==> src/rtl/dut_pkt_gate.sv <==
// dut_pkt_gate: byte FIFO whose head is released only inside a length-gated
// packet window, with a small register port for enable/flush and counters.
//
// Handshake: each method port has an en strobe and a rdy indicator. A
// transfer happens at the rising clock edge where en=1 and rdy=1; an en seen
// while rdy=0 has no effect. All rdy outputs are held low while RST_N=0.
module dut_pkt_gate #(
  parameter int DEPTH = 8
) (
  input  logic        CLK,
  input  logic        RST_N,
  input  logic [7:0]  din_value,
  input  logic        din_en,
  output logic        din_rdy,
  input  logic        dout_en,
  output logic [7:0]  dout_value,
  output logic        dout_rdy,
  input  logic [7:0]  len_value,
  input  logic        len_en,
  output logic        len_rdy,
  input  logic [7:0]  cfg_address,
  input  logic [31:0] cfg_data_in,
  input  logic        cfg_op,
  input  logic        cfg_en,
  output logic [31:0] cfg_data_out,
  output logic        cfg_rdy
);

  localparam int AW = $clog2(DEPTH);

  localparam logic [7:0] ADDR_CTRL   = 8'h00;
  localparam logic [7:0] ADDR_STATUS = 8'h04;
  localparam logic [7:0] ADDR_PKT    = 8'h08;
  localparam logic [7:0] ADDR_BYTE   = 8'h0C;

  logic [7:0]    mem [DEPTH];
  logic [AW-1:0] rd_ptr;
  logic [AW-1:0] wr_ptr;
  logic [AW:0]   count;
  logic [7:0]    remaining;
  logic          enable;
  logic [31:0]   pkt_count;
  logic [31:0]   byte_count;

  logic        full;
  logic        empty;
  logic        cfg_wr;
  logic        cfg_rd;
  logic        flush;
  logic        push;
  logic        pop;
  logic        len_acc;
  logic        pkt_done;
  logic        clr_pkt;
  logic        clr_byte;
  logic [31:0] status;
  logic [31:0] rd_data;
  logic        unused_cfg_bits;

  // count reaches DEPTH only when its top bit is set (DEPTH is a power of 2)
  assign full  = count[AW];
  assign empty = (count == '0);

  assign din_rdy  = RST_N & ~full;
  assign len_rdy  = RST_N & (remaining == 8'd0);
  assign dout_rdy = RST_N & enable & (remaining != 8'd0) & ~empty;
  assign cfg_rdy  = RST_N;

  assign dout_value = empty ? 8'h00 : mem[rd_ptr];

  assign cfg_wr = cfg_rdy & cfg_en & cfg_op;
  assign cfg_rd = cfg_rdy & cfg_en & ~cfg_op;

  // Flush overrides any same-cycle push, pop or length command.
  assign flush    = cfg_wr & (cfg_address == ADDR_CTRL) & cfg_data_in[1];
  assign push     = din_en & din_rdy & ~flush;
  assign pop      = dout_en & dout_rdy & ~flush;
  assign len_acc  = len_en & len_rdy & ~flush;
  assign pkt_done = pop & (remaining == 8'd1);
  assign clr_pkt  = cfg_wr & (cfg_address == ADDR_PKT);
  assign clr_byte = cfg_wr & (cfg_address == ADDR_BYTE);

  assign status = {8'h00, remaining, 5'b00000, empty, full,
                   (remaining != 8'd0), 8'(count)};

  assign unused_cfg_bits = ^cfg_data_in[31:2];

  // Register read mux; unmapped addresses return zero.
  always_comb begin
    rd_data = 32'h0;
    case (cfg_address)
      ADDR_CTRL:   rd_data = {31'h0, enable};
      ADDR_STATUS: rd_data = status;
      ADDR_PKT:    rd_data = pkt_count;
      ADDR_BYTE:   rd_data = byte_count;
      default:     rd_data = 32'h0;
    endcase
  end

  assign cfg_data_out = cfg_rd ? rd_data : 32'h0;

  // Storage array: written on every accepted push, never reset.
  always_ff @(posedge CLK) begin
    if (push) mem[wr_ptr] <= din_value;
  end

  // FIFO pointers/occupancy, packet window, enable bit and counters.
  always_ff @(posedge CLK or negedge RST_N) begin
    if (!RST_N) begin
      rd_ptr     <= '0;
      wr_ptr     <= '0;
      count      <= '0;
      remaining  <= 8'd0;
      enable     <= 1'b1;
      pkt_count  <= 32'h0;
      byte_count <= 32'h0;
    end else begin
      if (flush) begin
        rd_ptr    <= '0;
        wr_ptr    <= '0;
        count     <= '0;
        remaining <= 8'd0;
      end else begin
        if (push) wr_ptr <= wr_ptr + 1'b1;
        if (pop)  rd_ptr <= rd_ptr + 1'b1;
        if (push && !pop)      count <= count + 1'b1;
        else if (pop && !push) count <= count - 1'b1;
        if (len_acc)  remaining <= len_value;
        else if (pop) remaining <= remaining - 8'd1;
      end

      if (cfg_wr && (cfg_address == ADDR_CTRL)) enable <= cfg_data_in[0];

      // A clear written in the same cycle as an increment leaves zero.
      if (clr_pkt)       pkt_count <= 32'h0;
      else if (pkt_done) pkt_count <= pkt_count + 32'd1;

      if (clr_byte) byte_count <= 32'h0;
      else if (pop) byte_count <= byte_count + 32'd1;
    end
  end

endmodule

==> config.mk <==
export PLATFORM = sky130hd
export DESIGN_NAME = dut_pkt_gate
export DESIGN_NICKNAME = d
export VERILOG_FILES = /design/src/rtl/dut_pkt_gate.sv
export SDC_FILE = /design/constraint.sdc
export NUM_CORES = 1
export LEC_CHECK = 0
export CORE_MARGIN = 2
export CORE_UTILIZATION = 47
export CTS_CLUSTER_SIZE = 8
export DETAILED_ROUTE_END_ITERATION = 10
export GPL_TIMING_DRIVEN = 0
export PLACE_DENSITY = 0.7
export RECOVER_POWER = 100
export SLEW_MARGIN = 20
export SYNTH_ARGS = -nofsm -noshare
export SYNTH_HDL_FRONTEND = slang
export SYNTH_SLANG_ARGS = --single-unit
==> constraint.sdc <==
create_clock -name CLK -period 3.6 [get_ports CLK]
set_input_delay 0.36 -clock CLK [delete_from_list [all_inputs] [get_ports CLK]]
set_output_delay 0.36 -clock CLK [all_outputs]
set_load 0.05 [all_outputs]
==> results by group, run 1 <==
Floorplan
  – Die ar.: around 18,000 um2
  – Die width: ~130 um
  – Initial Util: a little under half
  – Core Rows: 47
  – I/O Pins: 107
  – Core area: roughly 16,000 um2
  – Die Span Y: around 130 um

Place
  – HPWL Detailed: ~15 mm
  – Placement Cell Area: 8880 um2
  – Pre-CTS WS: -0.622 ns
  – Port buffer count: 75
  – GP Congestion: roughly 0.94

Yosys
  – Yosys reg bits: roughly 150
  – Mean post-synth cell area: ~11 um2
  – Netlist cell types: 50
  – Post-synthesis cell count: ~730
  – Top cells by area, synth: dfrtp_1 (26%), edfxtp_1 (25%), mux4_2 (4.9%)
  – Syn nets: around 800
  – Synthesized cell area: 7800 um2
  – Yosys warning total: 0
  – Post-synth top cells: dfrtp_1 (82), nor2_1 (73), a21oi_1 (67), edfxtp_1 (64), nand2_1 (48)
  – Ys async rst share: approximately 56%
  – Most common cell in the netlist: dfrtp_1
  – Synth Flop Type: dfrtp_1
  – Post-synth top area share: a little over a quarter
  – Sequential share of the synthesized area: 51.3%
  – Post-synth EDFFs: between 60 and 70
  – Synth area leader: dfrtp_1

Power and ir drop
  – Power Density: between 400 and 500 nW/um2
  – LEAKAGE: 3.44 nW
  – Flop pwr share: 45.7%
  – Clock group share of total power: about two fifths
  – P_sw: 0.00130 W
  – Logic gate share of total power: 15.5%
  – P_int: around 0.003 W
  – Max VDD drop: between 0.0003 and 0.0004 V
  – Net Sw Frac: between 20 and 30%

CTS
  – Cts bufs inserted: 17
  – # clock sinks: ~150
  – Postcts setup bufs: 0
  – Worst-path clk slew: 0.06 ns
  – H-tree Lvls: 4
  – Clk Latency, worst-skew pair: about 0.43 ns
  – CTS root buf: clkbuf_16
  – CTS tree: yes
  – Clock Path Buffers: 2

Hold path
  – Hold WC Path Type: primary input to flop
  – Hold Path Depth: 4

Global route
  – First-pass GRT wire length: around 35 mm
  – Gr usage total: approximately a quarter
  – Initial antenna violation count: 0
  – GRT overflow: 0
  – Number of global-route vias before repair: around 6,500
  – Largest net degree at the start of global routing: 52

Layout
  – FF/Latch Area: 4000 um2
  – Synthesis-to-finish area growth: 19.7%
  – Share of layout cells above drive strength 1: 11.2%
  – Design Area, Final: 9340 um2
  – Fill cells: 1,416
  – Nets: around 900
  – Antenna diodes: 0
  – Multi-input gate area: 3550 um2

Critical path
  – Worst-path cell with the longest stage delay: clkdlybuf4s50_1
  – Largest stage delay, worst path: between 0.7 and 0.8 ns
  – Crit-path max FO: 10
  – Critical Path, Cell by Cell: clkbuf_2 -> clkbuf_2 -> mux4_2 -> mux2i_1 -> nor2_1 -> clkdlybuf4s50_1
  – Crit Path Category: flop to output port
  – Cell mode on critical path: clkbuf_2
  – Required @ worst endpoint: 3.24 ns
  – Reg2reg path depth: 8
  – Critical Path Start Type: flop
  – Setup crit end kind: output port
  – WP data arrival: slightly above 3 ns

Timing
  – Final setup fails: 0
  – Slew @ Worst Pin: roughly 2.8 ns
  – Final worst slack: 0.163 ns
  – Worst Skew: around 0.0075 ns
  – Final hold viol count: 0
  – Fin crit share: a little over nine tenths
  – RSZ-0062 raised after global routing: no
  – Max frequency: between 200 and 300 MHz
  – Slew Viols, Final: between 80 and 90
  – Relative slew slack: -87.6%
  – Period minus WS final: around 3.4 ns

Drt
  – TritonRoute pass-1 iters: 5
  – Vias: roughly 6,500
  – DR vias/cell: between 6 and 7
  – DR iter-0 viols: 483
  – Drt drc: 0
  – Routed wire per std cell: just over 20 um
  – Antenna viol nets, final: 0
  – Final WL: 21.6 mm

Outcome
  – Failing checks: max-capacitance violations, max-slew violations
  – Status: complete, but fails checks

Run
  – Max cap viols: 2
## power by group through the flow
stage / combinational, W / clock, W / sequential, W
after global placement: 0.000650 / 0 / 0.00201
after floorplan: 0.000455 / 0 / 0.00198
after global routing: 0.000740 / 0.00179 / 0.00201
final: 0.000678 / 0.00170 / 0.00199
after CTS: 0.000698 / 0.00172 / 0.00199
after detailed placement: 0.000678 / 0 / 0.00203
## cell type report
type	instances	share of cell area (%)
Clock buffer	18	4.60
Inverter	18	0.724
Clock inverter	14	1.46
Buffer	41	1.82
Sequential cell	147	42.8
Timing Repair Buffer	83	7.60
Multi-Input combinational cell	522	38.0
Tap cell	220	2.95
## routing by layer
layer  part of all wire, %  global-route usage, %  vias up  wire [um]
met3                   6.7                   5.48       46       1450
met1                    39                   31.1     3192       8430
met2                    51                   44.6      295      11100
li1                      -                      -     2975          -
met5                     0                      0        -          0
met4                   3.0                   9.44        0        660
## worst paths after layout
path	start	to	slack (ns)
max in group asynchronous	RST_N	remaining[7]	0.70
min in group asynchronous	RST_N	enable	0.48
worst max-delay path	rd_ptr[0]	dout_value[0]	0.16
worst min register to register	pkt_count[31]	pkt_count[31]	0.54
worst min-delay path	cfg_address[2]	byte_count[12]	0.47
worst max register to register	count[0]	byte_count[9]	0.28
## registers in the layout, indices dropped and copies added (netlist names)
register	flops
mem	64
byte_count	32
pkt_count	32
remaining	8
count	4
rd_ptr	3
wr_ptr	3
enable	1
## worst max-delay path, delay by kind of cell, from the launching register on
kind	cells	cell delay (ns)
flops	1	0.35
buf+inv	3	1.48
mux	2	0.73
simple gates	1	0.07
## cell usage in the layout (no fill, tap or decap), types with 6 or more instances in the layout
cell type and n:
a21oi_1 67, a22oi_1 14, and3_1 11, buf_2 13, clkbuf_1 36, clkbuf_16 17
clkbuf_2 9, clkdlybuf4s50_1 30, dfrtp_1 82, dlygate4sd2_1 10, dlygate4sd3_1 18, edfxtp_1 64
ha_1 9, inv_1 18, inv_6 6, mux2_2 10, mux2i_1 29, mux4_2 17
nand2_1 48, nand3_1 25, nand4_1 28, nor2_1 73, nor3_1 11, o21ai_0 25
o31ai_1 35, or3_1 26, or4_1 36, xor2_1 13
## kinds of logic (layout without fill, tap and decap cells)
| family | Yosys count | count (layout) | share of synthesized area, % |
|---|---|---|---|
| adder cells (fa/ha/maj) | 10 | 10 | 1.70 |
| flip-flops | 147 | 147 | 51.3 |
| AND/OR/NAND/NOR | 289 | 289 | 20.3 |
| XOR/XNOR | 17 | 17 | 1.91 |
| multiplexers | 56 | 56 | 10.1 |
| AO/OA/AOI/OAI | 150 | 150 | 11.6 |
| buffers and inverters | 60 | 174 | 3.16 |
## what timing repair did
action | 4_1_cts | 5_1_grt
endpoints found under the setup margin | 39 | 28
hold buffers | 5 | 0
pin swaps | 0 | 0
cloned | 0 | 0
hold endpoints to repair | 31 | 0
resized for setup | 53 | 32
## metrics by stage
stage               power (W)  setup TNS, ns  hold WS (ns)  utilization, %  std cells
CTS                   0.00441              0        0.0333            58.1       1063
global route          0.00454              0         0.483            56.9       1063
detailed placement    0.00271         -17.01         0.342            54.1       1027
global placement      0.00266        -546.82         0.537            53.8       1024
finish                0.00437              0         0.470            56.9       1063
floorplan             0.00244              0        0.0644               -        729
(Power assumes the default switching activity.)
==> run 2, diff against run 1 <==
--- a/config.mk
+++ b/config.mk
@@ -12,7 +12,9 @@
 export GPL_TIMING_DRIVEN = 0
 export PLACE_DENSITY = 0.7
 export RECOVER_POWER = 100
+export SKIP_LAST_GASP = 1
 export SLEW_MARGIN = 20
 export SYNTH_ARGS = -nofsm -noshare
 export SYNTH_HDL_FRONTEND = slang
 export SYNTH_SLANG_ARGS = --single-unit
+export TNS_END_PERCENT = 50
==> run 2 against run 1 <==
  * The flow still finishes with violations (max-capacitance violations, max-slew violations)
  * Power rose by 0.22%
  * Die area stayed put
  * Hold slack worse by 0.0027 ns
  * Final area rose by 1.3%
  * Combinational power increased by 1%
  * Non-clock buffer count increased by 1
  * Sequential share of layout area decreased by 0.53 points
  * Global-route usage up 0.15 points
  * Fmax down 4.0%
  * Core utilization increased by 0.72 points
  * Clock power barely moved
  * Register-to-register slack worse by 0.12 ns
  * Largest cell class unchanged
==> results by group, run 2 (same netlist as run 1, synthesis figures left out) <==
Outcome
  – Status: complete, but fails checks
  – Failing checks: max-capacitance violations, max-slew violations

Floorplan
  – Die Span Y: 133 um (unchanged)
  – Core area: 16,400 um2 (unchanged)
  – Core Rows: 47 (unchanged)
  – Initial Util: 47.5% (unchanged)
  – Die width: 133 um (unchanged)
  – I/O Pins: 107 (unchanged)
  – Die ar.: 17,600 um2 (unchanged)

Timing
  – Final worst slack: 0.0185 ns (-0.144 ns)
  – Fin crit share: 99.5% (+4.0 points)
  – Slew Viols, Final: 84 (unchanged)
  – Relative slew slack: -85.6% (+2.0 points)
  – Period minus WS final: 3.58 ns (+0.144 ns)
  – WHS: 0.468 ns (-0.00274 ns)
  – Final hold viol count: 0 (unchanged)
  – Slew @ Worst Pin: 2.78 ns (-0.0298 ns)
  – RSZ-0062 raised after global routing: yes
  – Worst Skew: 0.00659 ns (-0.000934 ns)
  – Max frequency: 279 MHz (-4.0%)
  – Final setup fails: 0 (unchanged)

Critical path
  – R2r setup slk: 0.16 ns (-0.12 ns)
  – FF-to-FF Start: count[0]
  – Required @ worst endpoint: 3.24 ns (about the same)
  – Critical Path Start Type: primary input
  – Crit Path Category: primary input to output port
  – Reg2reg path depth: 12 (+4)
  – Worst r2r dst: count[3]
  – CP endpoint: cfg_data_out[10]
  – Crit-path max FO: 10 (unchanged)
  – Crit path from: cfg_address[7]
  – WP data arrival: 3.22 ns (+0.14 ns)
  – Setup crit end kind: output port

Drt
  – Drt drc: 0 (unchanged)
  – DR vias/cell: 6.12 (about the same)
  – DR iter-0 viols: 476 (-1.4%)
  – TritonRoute pass-1 iters: 5 (unchanged)
  – Final WL: 21.7 mm (+0.42%)
  – Vias: 6,510 (+0.031%)
  – Antenna viol nets, final: 0 (unchanged)
  – Routed wire per std cell: 20.4 um (+0.32%)

CTS
  – Clock Path Buffers: 2 (unchanged)
  – Cts bufs inserted: 17 (unchanged)
  – CTS tree: yes
  – # clock sinks: 147 (unchanged)
  – Clk Latency, worst-skew pair: 0.44 ns (about the same)
  – Worst-path clk slew: 0.06 ns (about the same)
  – CTS root buf: clkbuf_16
  – H-tree Lvls: 4 (unchanged)

Power and ir drop
  – LEAKAGE: 3.57 nW (+3.8%)
  – Power Density: 463 nW/um2 (-1.0%)
  – Max VDD drop: 0.000376 V (+0.12%)
  – Final total power: 0.00438 W (+0.22%)

Layout
  – Most common cell after layout, fill and taps aside: dfrtp_1
  – Biggest regs: mem: 64 flops, byte_count: 32 flops, pkt_count: 32 flops
  – Reg with most FFs: mem
  – Layout Cells excl Fill: 1,064 (+0.094%)
  – Most frequent cells in the layout: dfrtp_1 (82), nor2_1 (73), a21oi_1 (67), edfxtp_1 (64), nand2_1 (48)
  – Nets: 904 (+0.11%)
  – Antenna diodes: 0 (unchanged)
  – Share of layout cells above drive strength 1: 11.8% (+0.70 points)
  – Synthesis-to-finish area growth: 21.2%
  – Max FFs per register: 64 (unchanged)

Run
  – Max cap viols: 2 (unchanged)

Place
  – HPWL Detailed: 15.5 mm (unchanged)
  – Port buffer count: 75 (unchanged)
  – Placed Cells: 1,027 (unchanged)
  – GP Congestion: 0.939 (unchanged)
  – Pre-CTS WS: -0.622 ns (unchanged)

Global route
  – GRT overflow: 0 (unchanged)
  – Gr usage total: 25.7% (+0.15 points)
  – Initial antenna violation count: 0 (unchanged)
  – Largest net degree at the start of global routing: 52 (unchanged)
  – First-pass GRT wire length: 34.9 mm (+0.54%)
  – Number of global-route vias before repair: 6,455 (+0.062%)

Hold path
  – Hold WC Path Type: primary input to flop
[run 2: cell types whose count changed in the layout (fill, tap and decap cells not counted), moves of 2 or more]
cell,delta
clkdlybuf4s15_2,+3
clkdlybuf4s15_1,-3
clkdlybuf4s50_1,+13
buf_4,+2
buf_1,+2
dlygate4sd2_1,-9
dlygate4sd3_1,-7
clkbuf_2,-5
clkbuf_1,-8
dlymetal6s2s_1,+10
[run 2: layout make-up]
class | count | area [um2]
Sequential cell | 147 | 4000
Buffer | 42 | 189
Tap cell | 220 | 275
Inverter | 18 | 67.6
Multi-Input combinational cell | 522 | 3570
Fill cell | 1387 | 6950
Timing Repair Buffer | 83 | 791
Clock buffer | 18 | 429
Clock inverter | 14 | 136
[run 2: timing repair]
action | in CTS | in global routing
hold buffers | 5 | 0
pin swaps | 0 | 0
hold endpoints to repair | 31 | 0
gates resized for setup | 35 | 31
setup buffers | 0 | 0
setup endpoints to repair | 39 | 37
[run 2: worst min path at each step]
stage	from	endpoint	cells past startpoint
after floorplan	RST_N	byte_count[0]	0
after global placement	pkt_count[31]	pkt_count[31]	2
after detailed placement	RST_N	pkt_count[7]	1
after CTS	RST_N	pkt_count[6]	3
final	len_value[5]	remaining[5]	3
after global routing	len_value[7]	remaining[7]	3
[run 2: report_power, final]
| group | internal [W] | switching [W] | leakage (nW) |
|---|---|---|---|
| Sequential | 0.00185 | 0.000144 | 1.70 |
| Combinational | 0.000299 | 0.000386 | 1.59 |
| Clock | 0.000918 | 0.000780 | 0.281 |
| Total | 0.00307 | 0.00131 | 3.57 |
[run 2: critical path, cell delays in order]
cell and delay (ns):
clkdlybuf4s50_1 0.44, nor4_4 0.37, nand2_1 0.20, or3_1 0.38, clkbuf_1 0.17, clkbuf_1 0.26
nor2_1 0.21, clkdlybuf4s50_1 0.82
[run 2: through the flow]
stage	util, %	cell area [um2]	setup TNS, ns
after global placement	53.8	8830	-546.82
after CTS	58.2	9550	-1.51
after global routing	57.6	9460	-1.28
after detailed placement	54.1	8880	-17.01
after floorplan	-	7800	0
final	57.6	9460	0
[run 2: metal layers]
layer	wire [um]	track usage (%)	share of wire (%)	vias to the layer above
met5	0	0	0	-
met4	618	9.02	2.8	0
met3	1330	5.21	6.1	41
met2	11200	45.1	52	263
met1	8530	31.4	39	3226
li1	-	-	-	2980
==> run 3, diff against run 2 <==
--- a/config.mk
+++ b/config.mk
@@ -7,6 +7,7 @@
 export LEC_CHECK = 0
 export CORE_MARGIN = 2
 export CORE_UTILIZATION = 47
+export CTS_BUF_LIST = sky130_fd_sc_hd__clkbuf_2 sky130_fd_sc_hd__clkbuf_4 sky130_fd_sc_hd__clkbuf_8
 export CTS_CLUSTER_SIZE = 8
 export DETAILED_ROUTE_END_ITERATION = 10
 export GPL_TIMING_DRIVEN = 0
==> run 3 against run 2 <==
  * The flow finishes with violations (max-capacitance violations, max-slew violations, negative setup slack)
  * Flip-flop and latch count unchanged
  * Final area down 3.2%
  * Fmax down 2.0%
  * Count of clock-buffer cells in the layout unchanged
  * Critical path depth down 1
  * Die area unchanged
  * Cell count unchanged
  * Routed wire length down 0.56%
  * Clock skew up 0.0053 ns
  * Combinational power down 2%
  * Worst setup slack worse by 0.072 ns
  * Largest power group unchanged
==> results by group, run 3 (same netlist as run 1, synthesis figures left out) <==
Drt
  – Antenna viol nets, final: 0 (unchanged)
  – DR vias/cell: 6.06 (-0.98%)
  – TritonRoute pass-1 iters: 7 (+2)
  – Final WL: 21.6 mm (-0.56%)
  – Routed wire per std cell: 20.3 um (-0.56%)
  – Vias: 6,446 (-0.98%)
  – Drt drc: 0 (unchanged)
  – DR iter-0 viols: 426 (-11%)

Timing
  – Worst Skew: 0.0119 ns (+0.00526 ns)
  – Max frequency: 274 MHz (-2.0%)
  – WHS: 0.443 ns (-0.0251 ns)
  – Slew @ Worst Pin: 2.80 ns (+0.0139 ns)
  – Final worst slack: -0.0530 ns (-0.0715 ns)
  – RSZ-0062 raised after global routing: yes
  – Final hold viol count: 0 (unchanged)
  – Relative slew slack: -86.5% (-0.93 points)
  – Period minus WS final: 3.65 ns (+0.0715 ns)
  – Fin crit share: 101% (+2.0 points)
  – Slew Viols, Final: 84 (unchanged)
  – Final setup fails: 1 (+1)
  – Setup_tns: -0.0530 ns (-0.0530 ns)

CTS
  – CTS tree: yes
  – H-tree Lvls: 4 (unchanged)
  – Clock Path Buffers: 2 (unchanged)
  – Clk Latency, worst-skew pair: 0.46 ns (+0.02 ns)
  – Worst-path clk slew: 0.09 ns (+0.03 ns)
  – # clock sinks: 147 (unchanged)
  – CTS root buf: clkbuf_8
  – Cts bufs inserted: 17 (unchanged)

Global route
  – Gr usage total: 25.3% (-0.31 points)
  – GRT overflow: 0 (unchanged)
  – First-pass GRT wire length: 34.5 mm (-1.0%)
  – GR met3 Demand/Resource: 5.29% (+0.077 points)
  – Met2 Use GR: 44.0% (-1.2 points)
  – Met1 Use GR: 31.3% (-0.084 points)
  – Number of global-route vias before repair: 6,401 (-0.84%)
  – Initial antenna violation count: 0 (unchanged)
  – Largest net degree at the start of global routing: 52 (unchanged)
  – Most Crowded Layer GR: met2

Power and ir drop
  – P_int: 0.00266 W (-13%)
  – P_sw: 0.00124 W (-5.3%)
  – Clock group share of total power: 31.7% (-7.1 points)
  – Max VDD drop: 0.000370 V (-1.6%)
  – Logic gate share of total power: 17.3% (+1.7 points)
  – Power Density: 427 nW/um2 (-7.9%)
  – Net Sw Frac: 31.8% (+1.8 points)
  – LEAKAGE: 3.29 nW (-8.0%)
  – Flop pwr share: 51.0% (+5.4 points)

Critical path
  – Worst-path cell with the longest stage delay: clkdlybuf4s50_1
  – Largest stage delay, worst path: 0.71 ns (-0.11 ns)
  – Required @ worst endpoint: 3.24 ns (about the same)
  – Critical Path Start Type: primary input
  – Bufs and invs on worst path: 4 (unchanged)
  – WP data arrival: 3.29 ns (+0.07 ns)
  – R2r setup slk: 0.16 ns (about the same)
  – Critical Path, Cell by Cell: clkdlybuf4s50_1 -> clkbuf_1 -> clkbuf_1 -> mux2_2 -> a22oi_1 -> nor2_1 -> clkdlybuf4s50_1
  – CP delay by family, top: buffers and inverters
  – Crit-path max FO: 10 (unchanged)
  – Crit Path Category: primary input to output port
  – Setup crit end kind: output port

Layout
  – Biggest regs: mem: 64 flops, byte_count: 32 flops, pkt_count: 32 flops
  – Synthesis-to-finish area growth: 17.3%
  – Nets: 904 (unchanged)
  – Share of layout cells above drive strength 1: 10.8% (-1.1 points)
  – Most common cell after layout, fill and taps aside: dfrtp_1
  – Antenna diodes: 0 (unchanged)
  – Most frequent cells in the layout: dfrtp_1 (82), nor2_1 (73), a21oi_1 (67), edfxtp_1 (64), nand2_1 (48)
  – Max FFs per register: 64 (unchanged)
  – Reg with most FFs: mem
  – Design Area, Final: 9150 um2 (-3.2%)
  – Fill cells: 1,438 (+3.7%)
  – Layout Cells excl Fill: 1,064 (unchanged)

Floorplan
  – Initial Util: 47.5% (unchanged)
  – Die Span Y: 133 um (unchanged)
  – Die ar.: 17,600 um2 (unchanged)
  – I/O Pins: 107 (unchanged)
  – Core area: 16,400 um2 (unchanged)
  – Die width: 133 um (unchanged)
  – Core Rows: 47 (unchanged)

Outcome
  – Failing checks: max-capacitance violations, max-slew violations, negative setup slack
  – Status: complete, but fails checks

Place
  – Port buffer count: 75 (unchanged)
  – HPWL Detailed: 15.5 mm (unchanged)
  – GP Congestion: 0.939 (unchanged)
  – Placed Cells: 1,027 (unchanged)
  – Placement Cell Area: 8880 um2 (unchanged)

Run
  – Max cap viols: 2 (unchanged)

Hold path
  – Hold WC Path Type: primary input to flop
==> run 3: cell type report <==
type                       instances  area, um2  area share [%]
clock inverter                    14        136            1.49
tap                              220        275            3.01
timing repair buffer              83        719            7.86
sequential                       147       4000            43.7
buffer                            42        171            1.87
multi-input combinational        522       3540            38.7
inverter                          18       67.6           0.738
clock buffer                      18        241            2.64
==> run 3: final timing paths <==
path	start	endpoint	depth (start not counted)
setup / recovery	cfg_address[3]	cfg_data_out[22]	7
hold / removal	len_value[5]	remaining[5]	3
setup reg to reg	count[0]	count[3]	12
hold reg to reg	pkt_count[31]	pkt_count[31]	2
max in group asynchronous	RST_N	remaining[1]	3
min in group asynchronous	RST_N	enable	2
==> run 3: worst min-delay path: cells and delay by family <==
| kind | cells | cell delay [ns] |
|---|---|---|
| compound gates | 1 | 0.05 |
| buf+inv | 1 | 0.39 |
| simple gates | 1 | 0.06 |
==> run 3: through the flow <==
| stage | setup WS, ns | util (%) | total power, W |
|---|---|---|---|
| floorplan | 0.426 | - | 0.00244 |
| global placement | -3.16 | 53.8 | 0.00266 |
| detailed placement | -0.622 | 54.1 | 0.00271 |
| CTS | -0.202 | 57.0 | 0.00394 |
| global route | -0.153 | 55.8 | 0.00407 |
| finish | -0.0530 | 55.8 | 0.00390 |
==> run 3: per-layer routing <==
metal  part of all wire (%)  up-vias  routed length [um]
met4                    3.3        0                 714
met5                      0        -                   0
met1                     40     3154                8590
met2                     51      279               10900
met3                    6.4       37                1380
li1                       -     2976                   -
==> run 3: power groups by stage <==
stage                     sequential (W)  clock [W]  combinational [W]
after floorplan                  0.00198          0           0.000455
after global placement           0.00201          0           0.000650
after detailed placement         0.00203          0           0.000678
after CTS                        0.00199    0.00125           0.000695
after global routing             0.00201    0.00133           0.000736
final                            0.00199    0.00124           0.000674
==> run 3: what timing repair did <==
action | 4_1_cts | 5_1_grt
setup buffers | 0 | 0
hold endpoints to repair | 31 | 0
resized for setup | 36 | 27
setup endpoints to repair | 37 | 32
hold buffers | 5 | 0
pin swaps | 0 | 0
